### src/rtl/spdif_encoder.sv
// spdif_encoder: IEC 60958 consumer S/PDIF transmitter.
//
// Takes stereo PCM pairs through a one-deep holding register and emits
// 192-frame blocks of biphase-mark coded subframes on spdif_out.
//
// Ports:
//   clk        system clock
//   resetb     asynchronous active-low reset
//   en         encoder enable; low aborts and returns to the idle state
//   s_valid    sample pair valid
//   s_ready    holding register empty (always 1 while en=0)
//   s_left     left sample, two's complement
//   s_right    right sample, two's complement
//   cs_word    channel-status bits 0..31 (bits 32..191 are sent as 0)
//   spdif_out  registered BMC output, changes only on UI ticks
//   underrun   one-clock pulse when a frame starts with no sample waiting
//   frame_idx  frame number within the block, 0..191
module spdif_encoder #(
  parameter int SAMPLE_W = 24,
  parameter int CLK_DIV  = 2
) (
  input  logic                clk,
  input  logic                resetb,
  input  logic                en,
  input  logic                s_valid,
  output logic                s_ready,
  input  logic [SAMPLE_W-1:0] s_left,
  input  logic [SAMPLE_W-1:0] s_right,
  input  logic [31:0]         cs_word,
  output logic                spdif_out,
  output logic                underrun,
  output logic [7:0]          frame_idx
);

  localparam int DIV_W = (CLK_DIV > 1) ? $clog2(CLK_DIV) : 1;

  // Preambles as sent after a low line level, UI 0 in the MSB.
  localparam logic [7:0] PRE_B = 8'b1110_1000;
  localparam logic [7:0] PRE_M = 8'b1110_0010;
  localparam logic [7:0] PRE_W = 8'b1110_0100;

  logic [DIV_W-1:0]    div_q, div_d;
  logic [5:0]          ui_q, ui_d;        // UI about to be emitted, 0..63
  logic                sub_q, sub_d;      // 0 = left, 1 = right subframe
  logic [7:0]          frame_q, frame_d;
  logic                out_q, out_d;
  logic                ref_q, ref_d;      // line level just before the preamble
  logic                ur_q, ur_d;
  logic                ready_q, ready_d;
  logic                hold_full_q, hold_full_d;
  logic [SAMPLE_W-1:0] hold_l_q, hold_l_d;
  logic [SAMPLE_W-1:0] hold_r_q, hold_r_d;
  logic [31:0]         hold_cs_q, hold_cs_d;
  logic [SAMPLE_W-1:0] left_q, left_d;
  logic [SAMPLE_W-1:0] right_q, right_d;
  logic                v_q, v_d;
  logic [31:0]         cs_q, cs_d;

  logic        tick;
  logic        xfer;
  logic        load;
  logic [4:0]  slot;
  logic [4:0]  pidx;
  logic [7:0]  pre;
  logic        c_bit;
  logic        parity;
  logic [23:0] smp24;
  logic [27:0] payload;
  logic        next_level;

  assign tick = en && (div_q == DIV_W'(CLK_DIV - 1));
  assign xfer = s_valid && ready_q;
  assign load = tick && (ui_q == 6'd0) && !sub_q;
  assign slot = ui_q[5:1];
  assign pidx = slot - 5'd4;

  // Payload of slots 4..31 for the subframe currently on the wire.
  always_comb begin
    // NOTE: every combinational output gets a default before any branch,
    // otherwise a missed path infers a latch.
    smp24 = '0;
    smp24[23 -: SAMPLE_W] = sub_q ? right_q : left_q;
    c_bit   = (frame_q < 8'd32) ? cs_q[frame_q[4:0]] : 1'b0;
    parity  = ^smp24 ^ v_q ^ c_bit;
    payload = {parity, c_bit, 1'b0, v_q, smp24};
    pre     = sub_q ? PRE_W : ((frame_q == 8'd0) ? PRE_B : PRE_M);
  end

  // Line level for the UI being emitted on this tick.
  always_comb begin
    next_level = out_q;
    if (ui_q < 6'd8) begin
      // UI 0 references the live level; later preamble UIs reuse the
      // level captured at UI 0.
      next_level = pre[3'd7 - ui_q[2:0]] ^ ((ui_q == 6'd0) ? out_q : ref_q);
    end else if (!ui_q[0]) begin
      next_level = ~out_q;
    end else begin
      next_level = out_q ^ payload[pidx];
    end
  end

  always_comb begin
    div_d       = div_q;
    ui_d        = ui_q;
    sub_d       = sub_q;
    frame_d     = frame_q;
    out_d       = out_q;
    ref_d       = ref_q;
    ur_d        = 1'b0;
    hold_full_d = hold_full_q;
    hold_l_d    = hold_l_q;
    hold_r_d    = hold_r_q;
    hold_cs_d   = hold_cs_q;
    left_d      = left_q;
    right_d     = right_q;
    v_d         = v_q;
    cs_d        = cs_q;

    if (!en) begin
      div_d   = '0;
      ui_d    = '0;
      sub_d   = 1'b0;
      frame_d = '0;
      out_d   = 1'b0;
      ref_d   = 1'b0;
    end else begin
      div_d = tick ? '0 : div_q + DIV_W'(1);
      if (tick) begin
        out_d = next_level;
        if (ui_q == 6'd0) ref_d = out_q;
        ui_d = ui_q + 6'd1;
        if (ui_q == 6'd63) begin
          sub_d = ~sub_q;
          if (sub_q) frame_d = (frame_q == 8'd191) ? 8'd0 : frame_q + 8'd1;
        end
      end
    end

    if (load) begin
      if (hold_full_q) begin
        left_d  = hold_l_q;
        right_d = hold_r_q;
        v_d     = 1'b0;
      end else begin
        left_d  = '0;
        right_d = '0;
        v_d     = 1'b1;
        ur_d    = 1'b1;
      end
      if (frame_q == 8'd0) cs_d = hold_cs_q;
      hold_full_d = 1'b0;
    end

    // A transfer on the load edge refills the register the frame just drained.
    if (xfer) begin
      hold_l_d    = s_left;
      hold_r_d    = s_right;
      hold_cs_d   = cs_word;
      hold_full_d = 1'b1;
    end

    ready_d = en ? ~hold_full_d : 1'b1;
  end

  // NOTE: sequential state uses non-blocking assignments only, so every flop
  // samples the pre-edge value of every other flop.
  always_ff @(posedge clk or negedge resetb) begin
    if (!resetb) begin
      div_q       <= '0;
      ui_q        <= '0;
      sub_q       <= 1'b0;
      frame_q     <= '0;
      out_q       <= 1'b0;
      ref_q       <= 1'b0;
      ur_q        <= 1'b0;
      ready_q     <= 1'b0;
      hold_full_q <= 1'b0;
      // NOTE: the sample registers are reset too; they are few and a known
      // value keeps the parity logic free of X after reset.
      hold_l_q    <= '0;
      hold_r_q    <= '0;
      hold_cs_q   <= '0;
      left_q      <= '0;
      right_q     <= '0;
      v_q         <= 1'b0;
      cs_q        <= '0;
    end else begin
      div_q       <= div_d;
      ui_q        <= ui_d;
      sub_q       <= sub_d;
      frame_q     <= frame_d;
      out_q       <= out_d;
      ref_q       <= ref_d;
      ur_q        <= ur_d;
      ready_q     <= ready_d;
      hold_full_q <= hold_full_d;
      hold_l_q    <= hold_l_d;
      hold_r_q    <= hold_r_d;
      hold_cs_q   <= hold_cs_d;
      left_q      <= left_d;
      right_q     <= right_d;
      v_q         <= v_d;
      cs_q        <= cs_d;
    end
  end

  assign s_ready   = ready_q;
  assign spdif_out = out_q;
  assign underrun  = ur_q;
  assign frame_idx = frame_q;

endmodule

### config.mk
export PLATFORM = sky130hd
export DESIGN_NAME = spdif_encoder
export DESIGN_NICKNAME = d
export VERILOG_FILES = /design/src/rtl/spdif_encoder.sv
export SDC_FILE = /design/constraint.sdc
export NUM_CORES = 1
export LEC_CHECK = 0
export ABC_AREA = 1
export CELL_PAD_IN_SITES_DETAIL_PLACEMENT = 2
export CELL_PAD_IN_SITES_GLOBAL_PLACEMENT = 2
export CORE_ASPECT_RATIO = 1.4
export CORE_MARGIN = 1
export CORE_UTILIZATION = 35
export CTS_CLUSTER_DIAMETER = 60
export CTS_CLUSTER_SIZE = 8
export DETAILED_ROUTE_END_ITERATION = 8
export GPL_TIMING_DRIVEN = 0
export PLACE_DENSITY_LB_ADDON = 0.08
export SLEW_MARGIN = 5
export SYNTH_ARGS = -nofsm -noshare
export SYNTH_HDL_FRONTEND = slang
export SYNTH_SLANG_ARGS = --single-unit
### constraint.sdc
create_clock -name clk -period 2.5 [get_ports clk]
set_input_delay 0.625 -clock clk [delete_from_list [all_inputs] [get_ports clk]]
set_output_delay 0.625 -clock clk [all_outputs]
set_load 0.02 [all_outputs]
# Yosys cells after proc, flatten, opt, wreduce, memory -nomap -nowiden
# Index checks and enable logic that the tools add are counted.
# Widths: inputs -> output; s select.
totals:
  register_bits: 182
  output_inout_bits: 11
  wordCells: 85
  rom_bits: 0
  latch_bits: 0
  n_memories: 0
  mem_bits_rw: 0
op_classes:
  multipliers: 0
  order_cmp: 5
  addsub: 5
  eq_ne: 5
  bitwise: 7
  n_div: 0
  n_reduce_logical: 11
  n_mux: 36
  n_shift: 0
ops:
  columns: ["cell", "count"]
  rows:
  - ["$mux 24", 3]
  - ["$mux 8", 5]
  - ["$reduce_xor 24->1", 1]
  - ["$mux 1", 21]
  - ["$lt 5x6->1 const B", 2]
  - ["$mux 6", 2]
  - ["$bmux 1 s5", 2]
  - ["$add 8x1->8 const B", 1]
  - ["$eq 8x8->1 const B", 1]
  - ["$logic_not 8->1", 1]
  - ["$lt 8x6->1 const B", 1]
  - ["$mux 4", 2]
  - ["$add 6x1->6 const B", 1]
  - ["$eq 6x6->1 const B", 1]
  - ["$logic_not 6->1", 1]
  - ["$lt 6x4->1 const B", 1]
  - ["$ne 2x1->1 const B", 3]
  - ["$sub 5x3->5 const B", 1]
  - ["$logic_and 1x1->1", 4]
  - ["$lt 3x4->1 const B", 1]
  - ["$reduce_and 2->1", 2]
  - ["$xor 1x1->1", 4]
  - ["$bmux 1 s3", 1]
  - ["$not 1->1", 3]
  - ["other kinds (4)", 4]

# Logic depth before layout (Yosys ltp)
# Gate-level depths: netlist (run 1).
depth:
  word_depth: 11
  depth_mapped: 28
  ltp_nobuf: 26

# Worst setup path before layout (run 1)
# Ideal clock, no wire load.
synth_timing:
  path_type: "reg-to-reg"
  start: "reg ui_q[1]"
  end: "reg cs_q[14]"
  path_slack_ns: 0.266
  setup_ns: 0.125
  n_path_buf: 2
  synth_period_minus_slack_ns: 2.234
  stages_incl_launch_ff: 9
  arrival_ns: 2.109
  path_cell_list: "dfrtp_1 -> inv_1 -> clkbuf_1 -> ha_1 -> nand4_1 -> nor3_1 -> nand2_1 -> buf_2 -> mux2_2"
synth_via:
  elab_chain_len: 4
synth_rtl:
  columns: ["item", "line", "rtl"]
  rows:
  - ["from (decl)", "43", "logic [5:0] ui_q, ui_d;"]
  - ["from (signal assigned)", "190", "ui_q <= ui_d;"]
  - ["$logic_not 6->1", "73", "assign load = tick && (ui_q == 6'd0) && !sub_q;"]
  - ["$logic_and 1x1->1 (2 in series)", "73", null]
  - ["$reduce_and 2->1 (no source line)", null, null]
  - ["to (signal assigned)", "204", "cs_q <= cs_d;"]
  - ["to (decl)", "57", "logic [31:0] cs_q, cs_d;"]
# No other way between the ends.
# A chain may end at the register's enable or synchronous reset.

# Worst setup path in the final report (run 1)
layout_timing:
  start: "reg sub_q"
  end: "reg out_q (netlist: spdif_out)"
layout_via:
  elab_chain_len: 11
  elab_cells_between_ends: 15
layout_rtl:
  columns: ["item", "line", "rtl"]
  rows:
  - ["from (decl)", "44", "logic sub_q, sub_d;"]
  - ["from (signal assigned)", "191", "sub_q <= sub_d;"]
  - ["$mux 24", "82", "smp24[23 -: SAMPLE_W] = sub_q ? right_q : left_q;"]
  - ["$reduce_xor 24->1", "84", "parity = ^smp24 ^ v_q ^ c_bit;"]
  - ["$xor 1x1->1 (2 in series)", "84", null]
  - ["$bmux 1 s5", "99", "next_level = out_q ^ payload[pidx];"]
  - ["$mux 1 (implied by the code)", "99", null]
  - ["$xor 1x1->1", "99", null]
  - ["$mux 1", "96", "end else if (!ui_q[0]) begin"]
  - ["$mux 1 *", "92", "if (ui_q < 6'd8) begin"]
  - ["$mux 1 *", "129", "if (tick) begin"]
  - ["$mux 1 *", "120", "if (!en) begin"]
  - ["to (signal assigned)", "193", "out_q <= out_d;"]
  - ["to (decl)", "46", "logic out_q, out_d;"]
# Mark *: on every way between the ends. The rest lies on a longest branch, timed or not. The select of a mux whose other input is x is not followed.

==> impl_metrics.py, run 1 <==
metrics = {
    "drt": {
        "drtIter0Drc": 194,
        "drt_first_pass_iters": 4,
        "drt-total-wl_mm": 29.74,
        "num_vias": 7499,
        "via_per_inst": 5.186,
        "drc": 0,
        "avgRoutedWirePerCell_um": 20.57,
        "drtAntennaViolNets": 0,
    },
    "setup_path": {
        "critPathKind": "reg -> reg",
        "startpoint_type": "flop",
        "worstPathRequired_ns": 2.83,
        "cpPeakStageDelay_ns": 0.40,
        "arrival_ns": 2.80,
        "critPathMaxFanout": 7,
        "critPathBufInv": 4,
        "rrSetupSlack_ns": 0.04,
        "cp-end-kind": "flop",
        "crit_slowest_cell": "dfrtp_1",
        "cpMostUsedCell": "nand2_1",
        "crit_family": "simple AND/OR/NAND/NOR gates",
        "worstSetupStartpoint": "sub_q$_DFFE_PN0P_",
        "reg2reg_from": "sub_q$_DFFE_PN0P_",
    },
    "cts": {
        "clockBufferDepth": 2,
        "htreeDepth": 4,
        "hold_buffers": 0,
        "clkSinkCount": 182,
        "cts_root_buf": "clkbuf_16",
        "cts_tree": "done",
        "cts_made_buffers": 17,
        "clk_pin_slew_worst_paths_ns": 0.08,
        "clk_latency_ns": 0.44,
    },
    "logic_synthesis": {
        "ys_ff_latch": 182,
        "ys_warn_count": 0,
        "async_reset_ff_share_pct": 100.0,
        "synth_edf_count": 0,
        "synth.largest_area_cell": "dfrtp_1",
        "synthesis.area_um2": 8831,
        "avgSynthCellArea_um2": 8.831,
        "syn-num-nets": 1090,
        "synth_area_leaders": "dfrtp_1, nand2_1, mux2_2",
        "synth_flop_cell": "dfrtp_1",
        "synth_top_area_share_pct": 51.57,
        "synthCells": 1000,
        "synth_most_common_cell": "nand2_1",
        "ys_top_cells_by_count": "nand2_1, dfrtp_1, mux2_2",
        "synth.distinct_cells": 31,
        "yosysSeqAreaShare_pct": 51.57,
    },
    "timing": {
        "finClkSkew_ns": 0.009370,
        "worstMarginPinSlew_ns": 0.7151,
        "slew_headroom_pct": 52.33,
        "fin_crit_sh_pct": 98.53,
        "final_max_slew_viol_count": 0,
        "rsz0062_at_grt": "true",
        "fmax_mhz": 406.0,
        "tns_ns": 0,
        "min_period_ns": 2.463,
        "hold_viol_final": 0,
        "setup_viol": 0,
    },
    "floorplan": {
        "die_area_um2": 25880,
        "die-height_um": 189.9,
        "start_util_pct": 35.67,
        "die_w_um": 136.2,
        "row_count": 68,
        "core_area_um2": 24760,
        "io_pins": 95,
    },
    "power": {
        "leakagePower_nw": 5.062,
        "power_density_nw_per_um2": 974.1,
        "switching_share_pct": 38.72,
        "seqPwrFrac_pct": 40.6,
        "p_int_mw": 6.710,
        "clkPwrFrac_pct": 24.1,
        "peakVddDrop_mv": 0.6595,
        "combPwrFrac_pct": 35.3,
        "netSwitchingPower_mw": 4.241,
    },
    "finish": {
        "num-nets-final": 1208,
        "diodes": 0,
        "finish.instance_area_um2": 11240,
        "fin_util_pct": 45.41,
        "synthToLayoutAreaGrowth_pct": 27.30,
        "drive_gt1_share_pct": 20.78,
    },
    "placed_design": {
        "dpl-instance-area_um2": 10200,
        "place_congestion": 0.7616,
        "dp_hpwl_mm": 22.32,
        "portBuffers": 94,
    },
    "global_route": {
        "grt_max_degree": 110,
        "track_usage_pct": 24.65,
        "grt_overflow_total": 0,
        "antenna_found_initial": 0,
        "grt_pass1_vias": 8473,
        "grt_first_pass_wirelength_mm": 47.07,
    },
    "run": {
        "maxCapViolations": 0,
    },
    "min_path": {
        "hold_class": "in -> async",
    },
    "run_status": {
        "status": "complete, no violations",
    },
}
metal layers:
metal	track usage (%)	vias up	routed length (um)
li1	-	3508	-
met1	25.30	3843	11060
met2	48.69	103	17120
met3	3.517	45	555
met4	9.573	0	1002
met5	0	-	0
power groups by stage:
stage	Combinational [mW]	Clock, mW	Sequential, mW
floorplan	2.40	0	4.27
global placement	3.36	0	4.42
detailed placement	3.56	0	4.47
CTS	3.82	2.72	4.44
global route	4.35	2.81	4.56
finish	3.86	2.64	4.44
layout make-up:
class                   instances  area, um2
plain buffers                  48      369.1
well taps                     315      394.1
repair buffers                101       1089
inverters                      89      346.6
clock buffers                  17      425.4
multi-input cells             679       3920
clock inverters                15      142.6
fillers                      2688      13520
flip-flops and latches        182       4556
metrics by stage:
step                      total power [mW]  instances  hold slack [ns]  setup slack [ns]
after floorplan                      6.671       1000           0.3294            0.2662
after global placement               7.782       1409           0.4650            -7.120
after detailed placement             8.028       1410           0.4785            -1.317
after CTS                            10.98       1446           0.1620          0.001111
after global routing                 11.72       1446           0.1738           -0.2531
final                                10.95       1446           0.1218           0.03679
state kept, by name, summed over array words and instances, names as in the netlist:
signal and count:
cs_q 32, hold_cs_q 32, hold_l_q 24, hold_r_q 24
left_q 24, right_q 24, frame_idx 8, ui_q 6
div_q 1, hold_full_q 1, ref_q 1, s_ready 1
spdif_out 1, sub_q 1, underrun 1, v_q 1
kinds of logic (layout without fill, tap and decap cells):
kind of cell               Yosys count  in the layout  share of synthesized area [%]
xor gates and xnor gates             2              2                         0.1984
DFF                                182            182                          51.57
muxes                               94             94                          11.99
AOI/OAI and AO/OA                  161            161                          9.691
buffers and inverters              139            270                          6.815
adders and majority gates            6              6                         0.8501
and+or+nand+nor                    416            416                          18.89
path summary, 6_finish.rpt:
kind | to | depth (start not counted)
worst max-delay path | spdif_out$_DFFE_PN0P_ | 27
worst min-delay path | hold_cs_q[11]$_DFFE_PN0P_ | 1
worst max register to register | spdif_out$_DFFE_PN0P_ | 27
worst min register to register | cs_q[1]$_DFFE_PN0P_ | 2
max in group asynchronous | ui_q[1]$_DFFE_PN0P_ | 2
min in group clk | cs_q[1]$_DFFE_PN0P_ | 2
cell usage in the layout (no fill, tap or decap), drive strengths merged, types with 2 or more instances in the layout:
master and n:
a21oi 45, a31oi 2, buf 28, clkbuf 45
clkdlybuf4s50 93, clkinv 8, clkinvlp 3, dfrtp 182
ha 6, inv 93, mux2 94, nand2 297
nand3 63, nand4 4, nor2 41, nor3 9
o211ai 6, o21ai 100, o22ai 4, xor2 2
what timing repair did:
action	in CTS	in global routing
endpoints found under the setup margin	111	55
cloned	2	1
buffers inserted	3	0
pin swaps	21	8
gates resized for setup	92	37
Power figures use the tool's default switching activity.
==> run 2, diff against run 1 <==
CORE_MARGIN = default   (was 1)
==> results of run 2 <==
The final DEF is identical to that of run 1; final timing and power are the same.
==> run 3, diff against run 2 <==
CELL_PAD_IN_SITES_DETAIL_PLACEMENT = default   (was 2)
CELL_PAD_IN_SITES_GLOBAL_PLACEMENT = default   (was 2)
CORE_UTILIZATION = 50   (was 35)
==> run 3 against run 2 <==
Effect of this change:
- global-route usage grew 1.8 points
- via count shrank 4.6%
- maximum frequency grew 1.1%
- critical endpoint unchanged
- first-iteration DRC count grew 96%
==> impl_metrics.py, run 3 (same netlist as run 1, synthesis figures left out) <==
metrics = {
    "finish": {
        "diodes": 0,
        "synthToLayoutAreaGrowth_pct": 24.89,
        "mostFrequentLayoutCell": "nand2_1",
        "finish.instance_area_um2": 11030,
        "final_cell_mix": "nand2_1, dfrtp_1, mux2_2, clkdlybuf4s50_1, inv_1",
        "top_regs": "cs_q: 32 flops, hold_cs_q: 32 flops",
        "layout.cells.non_filler": 1363,
        "num-nets-final": 1205,
        "drive_gt1_share_pct": 18.37,
        "fin_util_pct": 63.64,
    },
    "global_route": {
        "track_usage_pct": 26.42,
        "antenna_found_initial": 0,
        "grt_max_degree": 113,
        "grt_first_pass_wirelength_mm": 36.28,
        "grt_overflow_total": 0,
        "grt_pass1_vias": 7176,
    },
    "setup_path": {
        "cpMostUsedCell": "nand2_1",
        "cp.depth": 27,
        "critPathBufInv": 4,
        "r2r-end": "spdif_out$_DFFE_PN0P_",
        "crit_family": "simple AND/OR/NAND/NOR gates",
        "cp-end-kind": "flop",
        "crit_end": "spdif_out$_DFFE_PN0P_",
        "startpoint_type": "flop",
        "arrival_ns": 2.77,
        "worstSetupStartpoint": "sub_q$_DFFE_PN0P_",
        "reg2reg_from": "sub_q$_DFFE_PN0P_",
        "critPathMaxFanout": 10,
        "r2r_cells": 27,
        "rrSetupSlack_ns": 0.06,
        "worstPathRequired_ns": 2.83,
        "critPathKind": "reg -> reg",
        "cpPeakStageDelay_ns": 0.39,
        "crit_slowest_cell": "dfrtp_1",
    },
    "timing": {
        "hold_viol_final": 0,
        "finClkSkew_ns": 0.01250,
        "final_max_slew_viol_count": 0,
        "fmax_mhz": 410.5,
        "worstMarginPinSlew_ns": 0.8202,
        "rsz0062_at_grt": "true",
        "fin_crit_sh_pct": 97.44,
        "slew_headroom_pct": 45.32,
        "min_period_ns": 2.436,
        "setup_viol": 0,
        "hold_ws_ns": 0.1405,
    },
    "drt": {
        "drtIter0Drc": 380,
        "drt_first_pass_iters": 5,
        "drtAntennaViolNets": 0,
        "via_per_inst": 5.251,
        "num_vias": 7157,
        "drc": 0,
        "avgRoutedWirePerCell_um": 16.72,
        "drt-total-wl_mm": 22.79,
    },
    "run": {
        "maxCapViolations": 0,
    },
    "floorplan": {
        "die-height_um": 159.2,
        "core_area_um2": 17330,
        "io_pins": 95,
        "die_w_um": 114.3,
        "start_util_pct": 50.96,
        "die_area_um2": 18200,
        "row_count": 57,
    },
    "power": {
        "finalPower_mw": 10.84,
        "leakagePower_nw": 5.057,
        "power_density_nw_per_um2": 982.9,
        "peakVddDrop_mv": 0.4616,
    },
    "min_path": {
        "hold_class": "in -> async",
    },
    "placed_design": {
        "dp.cells": 1331,
        "dpl-instance-area_um2": 10100,
        "portBuffers": 94,
        "dp_hpwl_mm": 16.31,
        "place_congestion": 0.8958,
    },
    "cts": {
        "clk_latency_ns": 0.44,
        "cts_root_buf": "clkbuf_16",
        "clockBufferDepth": 2,
        "cts_made_buffers": 17,
        "htreeDepth": 4,
        "hold_buffers": 0,
        "clk_pin_slew_worst_paths_ns": 0.07,
        "clkSinkCount": 182,
        "cts_tree": "done",
    },
    "run_status": {
        "status": "complete, no violations",
    },
}
run 3: what timing repair did:
| item | in CTS | in global routing |
|---|---|---|
| gates cloned | 0 | 2 |
| resized for setup | 16 | 72 |
| pin swaps | 0 | 11 |
| setup endpoints to repair | 86 | 80 |
| endpoints found under the hold margin | 0 | 0 |
| setup buffers | 0 | 2 |
run 3: power by group:
part	switching, mW	internal [mW]
logic	2.06	1.41
registers	0.534	3.88
clock network	1.23	1.73
run 3: worst reg2reg max path, delay by kind of cell, from the launching register on:
family	cells	cell delay, ns
AND/OR/NAND/NOR	23	1.46
buffers and inverters	4	0.50
flip-flops	1	0.39
run 3: worst min-delay path by stage:
stage	end	slack (ns)
after detailed placement	cs_q[8]$_DFFE_PN0P_	0.49
after CTS	hold_l_q[9]$_DFFE_PN0P_	0.16
after global routing	hold_l_q[9]$_DFFE_PN0P_	0.18
after floorplan	cs_q[0]$_DFFE_PN0P_	0.33
after global placement	left_q[11]$_DFFE_PN0P_	0.47
final	hold_l_q[9]$_DFFE_PN0P_	0.14
run 3: per-stage QoR:
stage	TNS, ns	setup WS (ns)
finish	0	0.06407
floorplan	0	0.2662
global route	-0.2197	-0.2197
CTS	0	0.003402
global placement	-1310.63	-6.826
detailed placement	-77.26	-0.9449
run 3: area by class of cell:
cell class                      instances  area [um2]
Clock buffer                           18       439.2
Fill cell                            1529        6301
Inverter                               89       344.1
Timing Repair Buffer                   99        1051
Multi-Input combinational cell        679        3805
Clock inverter                         13       212.7
Buffer                                 47       327.8
Sequential cell                       182        4554
Tap cell                              236       295.3
run 3: layer usage:
metal  GRT usage, %  share of wire [%]  up-vias
met5              0                  0        -
met1          30.41                 39     3434
met2          47.44                 53      170
met3          4.263                3.5       53
met4          12.10                3.8        0
li1               -                  -     3500
